### config.mk
export PLATFORM = sky130hd
export DESIGN_NAME = spi_frame_slave
export DESIGN_NICKNAME = d
export VERILOG_FILES = /design/src/rtl/spi_frame_slave.sv
export SDC_FILE = /design/constraint.sdc
export NUM_CORES = 1
export LEC_CHECK = 0
export ABC_AREA = 1
export CORE_AREA = 2 2 95 133
export DETAILED_ROUTE_END_ITERATION = 10
export DIE_AREA = 0 0 97 135
export HOLD_SLACK_MARGIN = 0.12
export RECOVER_POWER = 25
export SLEW_MARGIN = 20
export SYNTH_ARGS = -nofsm -noshare
export SYNTH_HDL_FRONTEND = slang
export SYNTH_SLANG_ARGS = --single-unit
### constraint.sdc
create_clock -name sysclk -period 1.8 [get_ports sysclk]
set_input_delay 0.18 -clock sysclk [delete_from_list [all_inputs] [get_ports sysclk]]
set_output_delay 0.18 -clock sysclk [all_outputs]
set_load 0.1 [all_outputs]
### src/rtl/spi_frame_slave.sv
// SPI mode-0 slave: receives fixed command/address/payload frames on sysclk-oversampled pins
// and optionally returns a response frame on miso. Debug ports are live only with SPI_SLAVE_DEBUG_EN.
module spi_frame_slave #(
    parameter int FRAME_WIDTH  = 24,
    parameter int CMD_BITS     = 8,
    parameter int ADDR_BITS    = 8,
    parameter int PAYLOAD_BITS = 8
) (
    input  logic                    sysclk,
    input  logic                    rst_n,
    input  logic                    sclk,
    input  logic                    cs,
    input  logic                    mosi,
    input  logic                    slv_tx_enb,
    input  logic [FRAME_WIDTH-1:0]  i_slv_frame,
    output logic                    miso,
    output logic [CMD_BITS-1:0]     o_cmd,
    output logic [ADDR_BITS-1:0]    o_addr,
    output logic [PAYLOAD_BITS-1:0] o_payload,
    output logic                    rx_dv,
    output logic [FRAME_WIDTH-1:0]  o_shift_reg_debug,
    output logic                    o_serial_debug,
    output logic [4:0]              o_bit_rx_cnt_debug,
    output logic [2:0]              o_debug_stage
);

    typedef enum logic [2:0] {
        ST_IDLE    = 3'd0,
        ST_RX      = 3'd1,
        ST_DONE    = 3'd2,
        ST_WAIT_CS = 3'd3
    } state_t;

    localparam logic [4:0] LAST_BIT = 5'(FRAME_WIDTH - 1);

    logic sclk_meta_r, sclk_sync_r, sclk_prev_r;
    logic cs_meta_r, cs_sync_r, cs_prev_r;
    logic mosi_meta_r, mosi_sync_r;
    logic sclk_rise_s, sclk_fall_s, cs_fall_s, cs_rise_s;

    state_t state_r, next_state_s;

    logic [FRAME_WIDTH-1:0]  shift_r;
    logic [FRAME_WIDTH-1:0]  tx_r;
    logic [4:0]              bit_cnt_r;
    logic                    miso_r;
    logic                    rx_dv_r;
    logic [CMD_BITS-1:0]     cmd_r;
    logic [ADDR_BITS-1:0]    addr_r;
    logic [PAYLOAD_BITS-1:0] payload_r;

    // Two-stage synchronizers plus previous-value registers for edge detection
    always_ff @(posedge sysclk or negedge rst_n) begin
        if (!rst_n) begin
            sclk_meta_r <= 1'b0;
            sclk_sync_r <= 1'b0;
            sclk_prev_r <= 1'b0;
            cs_meta_r   <= 1'b1;
            cs_sync_r   <= 1'b1;
            cs_prev_r   <= 1'b1;
            mosi_meta_r <= 1'b0;
            mosi_sync_r <= 1'b0;
        end else begin
            sclk_meta_r <= sclk;
            sclk_sync_r <= sclk_meta_r;
            sclk_prev_r <= sclk_sync_r;
            cs_meta_r   <= cs;
            cs_sync_r   <= cs_meta_r;
            cs_prev_r   <= cs_sync_r;
            mosi_meta_r <= mosi;
            mosi_sync_r <= mosi_meta_r;
        end
    end

    assign sclk_rise_s = sclk_sync_r & ~sclk_prev_r;
    assign sclk_fall_s = ~sclk_sync_r & sclk_prev_r;
    assign cs_fall_s   = ~cs_sync_r & cs_prev_r;
    assign cs_rise_s   = cs_sync_r & ~cs_prev_r;

    // FSM state register
    always_ff @(posedge sysclk or negedge rst_n) begin
        if (!rst_n) begin
            state_r <= ST_IDLE;
        end else begin
            state_r <= next_state_s;
        end
    end

    // Next-state logic; an early cs rise wins over a coincident final sclk edge
    always_comb begin
        next_state_s = state_r;
        case (state_r)
            ST_IDLE: begin
                if (cs_fall_s) begin
                    next_state_s = ST_RX;
                end else begin
                    next_state_s = ST_IDLE;
                end
            end
            ST_RX: begin
                if (cs_rise_s) begin
                    next_state_s = ST_IDLE;
                end else if (sclk_rise_s && (bit_cnt_r == LAST_BIT)) begin
                    next_state_s = ST_DONE;
                end else begin
                    next_state_s = ST_RX;
                end
            end
            ST_DONE: begin
                next_state_s = ST_WAIT_CS;
            end
            ST_WAIT_CS: begin
                // Level check so a cs release during the DONE cycle is not lost
                if (cs_sync_r) begin
                    next_state_s = ST_IDLE;
                end else begin
                    next_state_s = ST_WAIT_CS;
                end
            end
            default: begin
                next_state_s = ST_IDLE;
            end
        endcase
    end

    // Receive/transmit datapath and registered frame outputs
    always_ff @(posedge sysclk or negedge rst_n) begin
        if (!rst_n) begin
            shift_r   <= {FRAME_WIDTH{1'b0}};
            tx_r      <= {FRAME_WIDTH{1'b0}};
            bit_cnt_r <= 5'd0;
            miso_r    <= 1'b0;
            rx_dv_r   <= 1'b0;
            cmd_r     <= {CMD_BITS{1'b0}};
            addr_r    <= {ADDR_BITS{1'b0}};
            payload_r <= {PAYLOAD_BITS{1'b0}};
        end else begin
            rx_dv_r <= 1'b0;
            case (state_r)
                ST_IDLE: begin
                    miso_r <= 1'b0;
                    if (cs_fall_s) begin
                        shift_r   <= {FRAME_WIDTH{1'b0}};
                        bit_cnt_r <= 5'd0;
                        tx_r      <= slv_tx_enb ? i_slv_frame : {FRAME_WIDTH{1'b0}};
                        miso_r    <= slv_tx_enb & i_slv_frame[FRAME_WIDTH-1];
                    end
                end
                ST_RX: begin
                    if (cs_rise_s) begin
                        miso_r <= 1'b0;
                    end else if (sclk_rise_s) begin
                        shift_r   <= {shift_r[FRAME_WIDTH-2:0], mosi_sync_r};
                        bit_cnt_r <= bit_cnt_r + 5'd1;
                    end else if (sclk_fall_s) begin
                        tx_r   <= {tx_r[FRAME_WIDTH-2:0], 1'b0};
                        miso_r <= tx_r[FRAME_WIDTH-2];
                    end
                end
                ST_DONE: begin
                    cmd_r     <= shift_r[FRAME_WIDTH-1 -: CMD_BITS];
                    addr_r    <= shift_r[PAYLOAD_BITS +: ADDR_BITS];
                    payload_r <= shift_r[0 +: PAYLOAD_BITS];
                    rx_dv_r   <= 1'b1;
                    miso_r    <= 1'b0;
                end
                ST_WAIT_CS: begin
                    miso_r <= 1'b0;
                end
                default: begin
                    miso_r <= 1'b0;
                end
            endcase
        end
    end

    assign miso      = miso_r;
    assign rx_dv     = rx_dv_r;
    assign o_cmd     = cmd_r;
    assign o_addr    = addr_r;
    assign o_payload = payload_r;

`ifdef SPI_SLAVE_DEBUG_EN
    assign o_shift_reg_debug  = shift_r;
    assign o_serial_debug     = mosi_sync_r;
    assign o_bit_rx_cnt_debug = bit_cnt_r;
    assign o_debug_stage      = state_r;
`else
    assign o_shift_reg_debug  = {FRAME_WIDTH{1'b0}};
    assign o_serial_debug     = 1'b0;
    assign o_bit_rx_cnt_debug = 5'd0;
    assign o_debug_stage      = 3'd0;
`endif

endmodule

=== Word level (Yosys, flattened, before mapping) ===
Index checks and enable logic that the tools add are counted.

* Add/sub/neg operators: 1
* $mul: 0
* Divide/modulo/power cells: 0
* $lt $le $gt $ge: 0
* Equality and inequality tests: 11
* Shift operators: 0
* Multiplexer cells: 25
* Bitwise logic cells: 9
* Reductions and logical operators: 6

{| class="wikitable"
|+ Operator list
! kind !! number
|-
| $mux W23 || 5
|-
| $mux W24 || 3
|-
| $pmux W24 S2 || 1
|-
| $pmux W23 S2 || 1
|-
| $mux W5 || 3
|-
| $ne A2 B2 Y1 const B || 5
|-
| $pmux W5 S2 || 1
|-
| $pmux W2 S4 || 1
|-
| $eq A3 B2 Y1 const B || 2
|-
| $mux W1 || 6
|-
| $mux W2 || 3
|-
| $ne A3 B3 Y1 const B || 2
|-
| $add A5 B1 Y5 const B || 1
|-
| $and A1 B1 Y1 || 5
|-
| $eq A5 B5 Y1 const B || 1
|-
| $reduce_and A5 Y1 || 1
|-
| $not A1 Y1 || 4
|-
| $reduce_and A4 Y1 || 1
|-
| $eq A3 B1 Y1 const B || 1
|-
| $logic_not A3 Y1 || 1
|-
| $pmux W1 S2 || 1
|-
| $reduce_and A2 Y1 || 1
|-
| $reduce_bool A2 Y1 || 1
|-
| $logic_and A1 B1 Y1 || 1
|}

* Flip-flop bits (word level): 89
* Bits in latches: 0
* Memory bits (writable): 0
* ROM bits: 0
* Input bits: 30
* Output and inout port bits: 59
* Word-level logic and storage cells: 69
* Memories: 0

=== Depth between registers and ports, before layout ===
Gate-level depths: netlist of run 1.

* Depth in word-level cells: 6
* Gate-level depth with buffers: 8
* Mapped depth without buffers: 7

=== Worst setup path before layout of run 1 ===
Ideal clock, no wire load.

* Path kind: register to register
* Start point: register cs_prev_r
* End point: register bit_cnt_r[0]
* Library setup time: 123 ps
* Arrival time: 1130 ps
* Data required time: 1677 ps
* Slack: 547 ps
* Cell stages (with the launch flop): 7
* Buffers on the path: 1
* Clock period less this slack: 1253 ps
* Cell sequence: dfstp_2 inv_1 nand3_1 nand2_2 clkbuf_2 o21ai_0 nand2_1

* Longest elaborated chain between the ends: 4
* Elaborated cells between the ends (all ways): 6
* Classes of those cells: eq/ne: 2; bitwise: 3; reduce/logical: 1

{| class="wikitable"
|+ RTL lines
! item !! line !! RTL
|-
| start, declared || 37 || <nowiki>logic cs_meta_r, cs_sync_r, cs_prev_r;</nowiki>
|-
| start signal, assigned || 69 || <nowiki>cs_prev_r <= cs_sync_r;</nowiki>
|-
| $not A1 Y1 || 78 || <nowiki>assign cs_rise_s = cs_sync_r & ~cs_prev_r;</nowiki>
|-
| $and A1 B1 Y1 || 78 ||
|-
| $ne A2 B2 Y1 (no source line) || -- ||
|-
| $reduce_and A4 Y1 (no source line) * || -- ||
|-
| end signal, assigned || 154 || <nowiki>bit_cnt_r <= bit_cnt_r + 5'd1;</nowiki>
|-
| end, declared || 45 || <nowiki>logic [4:0] bit_cnt_r;</nowiki>
|}

Mark *: on every way between the ends. The rest lies on a longest branch, timed or not.
A chain may end at the register's enable or synchronous reset.

=== Worst setup path after layout of run 1 ===
* Start point: register cs_prev_r
* End point: register tx_r[0]

* Longest elaborated chain between the ends: 4
* Elaborated cells between the ends (all ways): 6
* Classes of those cells: eq/ne: 2; bitwise: 3; reduce/logical: 1

{| class="wikitable"
|+ RTL lines
! item !! line !! RTL
|-
| $not A1 Y1 || 78 ||
|-
| $and A1 B1 Y1 || 78 ||
|-
| $ne A2 B2 Y1 (no source line) || -- ||
|-
| $reduce_and A5 Y1 (no source line) * || -- ||
|-
| end signal, assigned || 130 || <nowiki>tx_r <= {FRAME_WIDTH{1'b0}};</nowiki>
|-
| end signal, assigned || 145 || <nowiki>tx_r <= slv_tx_enb ? i_slv_frame : {FRAME_WIDTH{1'b0}};</nowiki>
|-
| end signal, assigned || 156 || <nowiki>tx_r <= {tx_r[FRAME_WIDTH-2:0], 1'b0};</nowiki>
|-
| end, declared || 44 || <nowiki>logic [FRAME_WIDTH-1:0] tx_r;</nowiki>
|}

Marked as above.

==> results of run 1 <==
-- stage by stage --
step | worst slack [ns] | instance area [um^2] | utilization
after detailed placement | 0.3188 | 4684 | 0.3963
after floorplan | 0.5467 | 4294 | -
after global placement | 0.3702 | 4684 | 0.3963
after global routing | 0.1695 | 5010 | 0.4238
final | 0.3140 | 5010 | 0.4238
after CTS | 0.3043 | 5012 | 0.4241
-- cell usage after synthesis, drive strengths merged --
library cell	n
nand2	219
nor2	13
o21ai	52
dfrtp	85
buf	49
clkinv	1
nand3	28
ha	1
nand4	28
inv	12
conb	1
nor3	1
dfstp	3
o21bai	2
clkbuf	13
-- metal layers --
layer  global-route usage  wire [um]
met1               0.1676       3844
met2               0.2323       4322
met3              0.02795        346
met4              0.05947        159
met5                    0          0
-- cell type report --
class / count / area (um^2) / area share
Multi-Input combinational cell: 377 / 1638 / 0.3269
Timing Repair Buffer: 71 / 615.6 / 0.1229
Sequential cell: 88 / 2206 / 0.4403
Clock inverter: 4 / 51.30 / 0.01024
Clock buffer: 12 / 266.5 / 0.05320
Tap cell: 147 / 183.9 / 0.03671
Inverter: 13 / 48.80 / 0.009740
-- state kept, by name, indices dropped and copies added (netlist names), 2 cells and up --
| signal | count |
|---|---|
| bit_cnt_r | 5 |
| shift_r | 24 |
| o_addr | 8 |
| state_r | 2 |
| tx_r | 23 |
| o_payload | 8 |
| o_cmd | 8 |
-- kinds of logic after synthesis --
family	synth area share
buffers and inverters	0.1079
other	0.0008984
AOI/OAI and AO/OA	0.06595
DFF	0.5285
and+or+nand+nor	0.2938
adders and majority gates	0.002997
-- critical path: stages, from the launching register on --
cell	delay (ns)
dfstp_2	0.55
inv_1	0.05
nand3_1	0.08
nand2_2	0.10
nor2_4	0.44
nand2_1	0.11
nand2_1	0.09
-- path summary, 6_finish.rpt --
path	from	to	slack, ns	cells after the start
max in group asynchronous	rst_n	o_cmd[4]$_DFFE_PN0P_	0.46	3
min in group asynchronous	rst_n	tx_r[15]$_DFFE_PN0P_	0.54	2
worst min-delay path	sclk_meta_r$_DFF_PN0_	sclk_sync_r$_DFF_PN0_	0.35	0
worst min register to register	sclk_meta_r$_DFF_PN0_	sclk_sync_r$_DFF_PN0_	0.35	0
worst max register to register	cs_prev_r$_DFF_PN1_	tx_r[0]$_DFFE_PN0P_	0.31	6
worst max-delay path	cs_prev_r$_DFF_PN1_	tx_r[0]$_DFFE_PN0P_	0.31	6
-- cell usage in the layout (no fill, tap or decap), drive strengths merged, types with 2 or more instances in the layout --
cell type      instances
clkinv                 3
dfrtp                 85
dlygate4sd3            4
nand3                 28
buf                   41
nand4                 28
clkbuf                13
dfstp                  3
nand2                219
conb                  33
inv                   12
nor2                  13
o21ai                 52
clkdlybuf4s50         25
o21bai                 2
-- power by group through the flow --
| stage | registers, mW | logic [mW] | clock network, mW |
|---|---|---|---|
| finish | 2.35 | 1.13 | 1.94 |
| global placement | 2.37 | 1.12 | 0 |
| CTS | 2.35 | 1.15 | 2.00 |
| detailed placement | 2.38 | 1.15 | 0 |
| floorplan | 2.37 | 0.932 | 0 |
| global route | 2.38 | 1.26 | 2.06 |
==> qor.yml, run 1 <==
grt-ovfl-total: 0
fillers: 1210
netSwitchingPower_mw: 1.741
ys_seq_elements: 88
seqPwrFrac: 0.432
wl_um: 8672
p_comb_frac: 0.209
criticalPathCategory: "reg2reg"
cts_tree: "built"
via_per_inst: 4.678
status: "complete, no violations"
switching_share: 0.3210
cp.required_ns: 2.07
dp_cells: 695
final_cells: 712
grt_pass1_vias: 3218
syn_inst: 508
yosys-top-cells-area: "dfrtp_1 (51%), nand2_1 (19%), buf_4 (6.5%)"
grt_pass1_wl_um: 14780
timing.final.crit_share: 0.8256
hold_viol: 0
yosysUniqueCellTypes: 23
cp-end-kind: "flip-flop"
gp_congestion: 0.7429
ant_nets: 0
drv_slew: 0
path_clk_slew_ns: 0.06
io_buffers: 55
start_util: 0.3531
dp_hpwl_um: 5811
cts_resized: 0
setup_violations: 0
cp_max_fo: 23
yosysSeqAreaShare: 0.5285
design.die.area_mm2: 0.01310
internal_power_mw: 3.683
htree_levels: 3
wl_per_cell_um: 12.18
drtIter0Drc: 150
dieHeight_um: 135
worstHoldPathType: "reg2reg"
core_mm2: 0.01182
clockBufferDepth: 2
ys_warn_count: 0
slew_headroom: 0.3036
ios: 89
numCtsBuffers: 9
netlist.area_leader.share: 0.5096
min_period_ns: 1.486
clk_latency_ns: 0.33
via_count: 3331
cp-start-kind: "flip-flop"
pwr_density_cell_mw_per_mm2: 1083
diodes: 0
rsz0062_at_grt: "no"
nNetsFinal: 591
antenna_found_initial: 0
syn2layout_area_growth_pct: 20.02
grt_usage: 0.1363
drive_above_1_share: 0.1257
worstPathArrival_ns: 1.76
whs_ns: 0.3541
dr.pass1.iters: 4
cts_setup_buffers: 0
grt_max_degree: 41
fin_setup_tns_ns: 0
synth_top_area_cell: "dfrtp_1"
syn_avg_cell_area_um2: 8.217
cts_root_buf: "clkbuf_16"
finalClockSkew_ns: 0.005962
total_power_mw: 5.424
syn_area_mm2: 0.004174
rows: 47
p_leak_nw: 2.753
fp.dieW_um: 97
ir_worst_vdd_mv: 0.4965
drc_errors: 0
power_frac_clock: 0.358
tightestPinTransition_ns: 1.045
maxCapViolations: 0
cts_sinks: 88
hold_buffers: 1
fmax_mhz: 672.9
No activity file was read; power rests on OpenSTA's default activity.
==> run 2, diff against run 1 <==
clock period = 1.4 ns   (was 1.8 ns; I/O delays follow)
==> run 2 against run 1 <==
Utilization up 3.7 points. Die area stayed put. Register-to-register slack worse by 0.29 ns. Final area is 8.7% higher. Clock skew hardly changed. Flip-flop and latch count is the same. Via count rose by 2.2%. Combinational power is 46% higher. Non-clock buffer count rose by 1. Sequential share of layout area fell by 3.5 points. Worst hold slack got worse by 0.10 ns. Total power increased by 29%. Critical path type unchanged. Critical endpoint is now shift_r[5]$_DFFE_PN0P_.
==> qor.yml, run 2 (synthesis gave the netlist of run 1 again) <==
diodes: 0  # unchanged
drv_slew: 0  # unchanged
r2r-end: "shift_r[5]$_DFFE_PN0P_"
slew_headroom: 0.6006  # +0.2969
nNetsFinal: 592  # +0.17%
r2r-start: "cs_prev_r$_DFF_PN1_"
hold_viol: 0  # unchanged
grt_pass1_wl_um: 14930  # +1.0%
drtIter0Drc: 217  # +45%
cp-start-kind: "flip-flop"
status: "complete, no violations"
grt_usage: 0.1377  # +0.001465
core_mm2: 0.01182  # unchanged
critPathCapture: "shift_r[5]$_DFFE_PN0P_"
via_count: 3404  # +2.2%
path_cells: "inv_1, nand3_1, nand2_2, buf_12, o21ai_0, nand2_1"
ant_nets: 0  # unchanged
pwr_density_cell_mw_per_mm2: 1287  # +19%
setup_violations: 0  # unchanged
cp.required_ns: 1.62  # -0.45 ns
htree_levels: 3  # unchanged
path_clk_slew_ns: 0.06  # about the same
cp_max_fo: 38  # +65%
utilization: 0.4606  # +0.03673
io_buffers: 55  # unchanged
dp_cells: 695  # unchanged
rsz0062_at_grt: "yes"
whs_ns: 0.2498  # -0.1043 ns
wl_per_cell_um: 12.48  # +2.5%
finalClockSkew_ns: 0.005523  # -0.0004393 ns
clk_latency_ns: 0.33  # about the same
syn2layout_area_growth_pct: 30.43
p_leak_nw: 2.855  # +3.7%
cp-end-kind: "flip-flop"
clockBufferDepth: 2  # unchanged
antenna_found_initial: 0  # unchanged
cpPeakStageDelay_ns: 0.56  # about the same
design.die.area_mm2: 0.01310  # unchanged
fin_setup_tns_ns: 0  # unchanged
dieHeight_um: 135  # unchanged
cts_sinks: 88  # unchanged
fmax_mhz: 727.0  # +8.0%
dr.pass1.iters: 4  # unchanged
final_cells: 712  # unchanged
largest_register: "shift_r"
grt_max_degree: 83  # +100%
rows: 47  # unchanged
cts_tree: "built"
via_per_inst: 4.781  # +2.2%
drive_above_1_share: 0.1239  # -0.001770
final_common_cell: "nand2_1"
drc_errors: 0  # unchanged
ir_worst_vdd_mv: 0.7859  # +58%
mostFrequentLayoutCells: "nand2_1 (213), dfrtp_1 (85), conb_1 (33), buf_12 (33)"
critPathSlowestCell: "dfstp_2"
reg_top3: "shift_r (24), tx_r (23)"
ios: 89  # unchanged
rr_worst_depth: 6  # unchanged
total_power_mw: 7.004  # +29%
worstHoldPathType: "in2async"
maxCapViolations: 0  # unchanged
fp.dieW_um: 97  # unchanged
criticalPathCategory: "reg2reg"
min_period_ns: 1.376  # -0.1104 ns
timing.final.crit_share: 0.9826  # +0.1570
setup.worst_path.start: "cs_prev_r$_DFF_PN1_"
dp_hpwl_um: 5735  # -1.3%
gp_congestion: 0.7492  # +0.85%
cts_root_buf: "clkbuf_16"
r2r_setup_slack_ns: 0.02  # -0.29 ns
grt-ovfl-total: 0  # unchanged
wl_um: 8888  # +2.5%
numCtsBuffers: 9  # unchanged
tightestPinTransition_ns: 0.5992  # -0.4454 ns
grt_pass1_vias: 3280  # +1.9%
worstPathArrival_ns: 1.59  # -0.17 ns
largest_reg_flops: 24  # unchanged
cts_setup_buffers: 0  # unchanged
start_util: 0.3531  # unchanged
run 2: cell types whose count changed in the layout (fill, tap and decap cells not counted), moves of 3 or more:
cell      delta
clkbuf_1     +3
buf_12      +32
o21ai_1     +15
buf_4       -35
o21ai_0     -15
run 2: stage by stage:
step	setup WS, ns	area, um^2
floorplan	0.1467	4294
global placement	0.07659	5097
detailed placement	0.03282	5097
CTS	0.02341	5396
global route	-0.04817	5444
finish	0.02440	5444
run 2: what timing repair did:
item | in CTS | in global routing
gates resized for setup | 0 | 23
hold endpoints to repair | 85 | 0
endpoints found under the setup margin | 0 | 44
hold buffers | 1 | 0
run 2: how the worst min path moves through the flow:
stage,slack [ns],end,from
5_1_grt,0.30,tx_r[15]$_DFFE_PN0P_,rst_n
6_report,0.25,tx_r[15]$_DFFE_PN0P_,rst_n
3_5_place_dp,-0.03,tx_r[15]$_DFFE_PN0P_,rst_n
2_1_floorplan,-0.16,bit_cnt_r[0]$_DFFE_PN0P_,rst_n
4_1_cts,0.15,tx_r[15]$_DFFE_PN0P_,rst_n
3_3_place_gp,-0.04,tx_r[15]$_DFFE_PN0P_,rst_n
run 2: worst max-delay path: cells and delay by family, from the launching register on:
family	cells	cell delay [ns]
compound gates	1	0.17
simple gates	3	0.27
buf+inv	2	0.24
flops	1	0.56
run 2: final cells by class:
class,instances,area (um^2)
fillers,1153,6376
flip-flops and latches,88,2206
multi-input cells,377,1658
repair buffers,72,1059
clock buffers,12,246.5
well taps,147,183.9
inverters,13,48.80
clock inverters,3,42.54
run 2: routing by layer:
layer	up-vias	routed length [um]	GRT usage
met2	92	4730	0.2512
li1	1683	-	-
met1	1621	3681	0.1610
met3	8	380	0.02536
met4	0	97	0.05086
met5	-	0	0
run 2: where the power goes:
group          switching (mW)  internal (mW)  total (mW)
clock network           0.919           1.42        2.34
logic                    1.15          0.499        1.65
registers               0.177           2.84        3.01
total                    2.25           4.76        7.00
==> run 3, diff against run 2 <==
HOLD_SLACK_MARGIN = not set   (was 0.12)
==> results of run 3 <==
Final layout, timing and power as in run 2 (identical DEF).
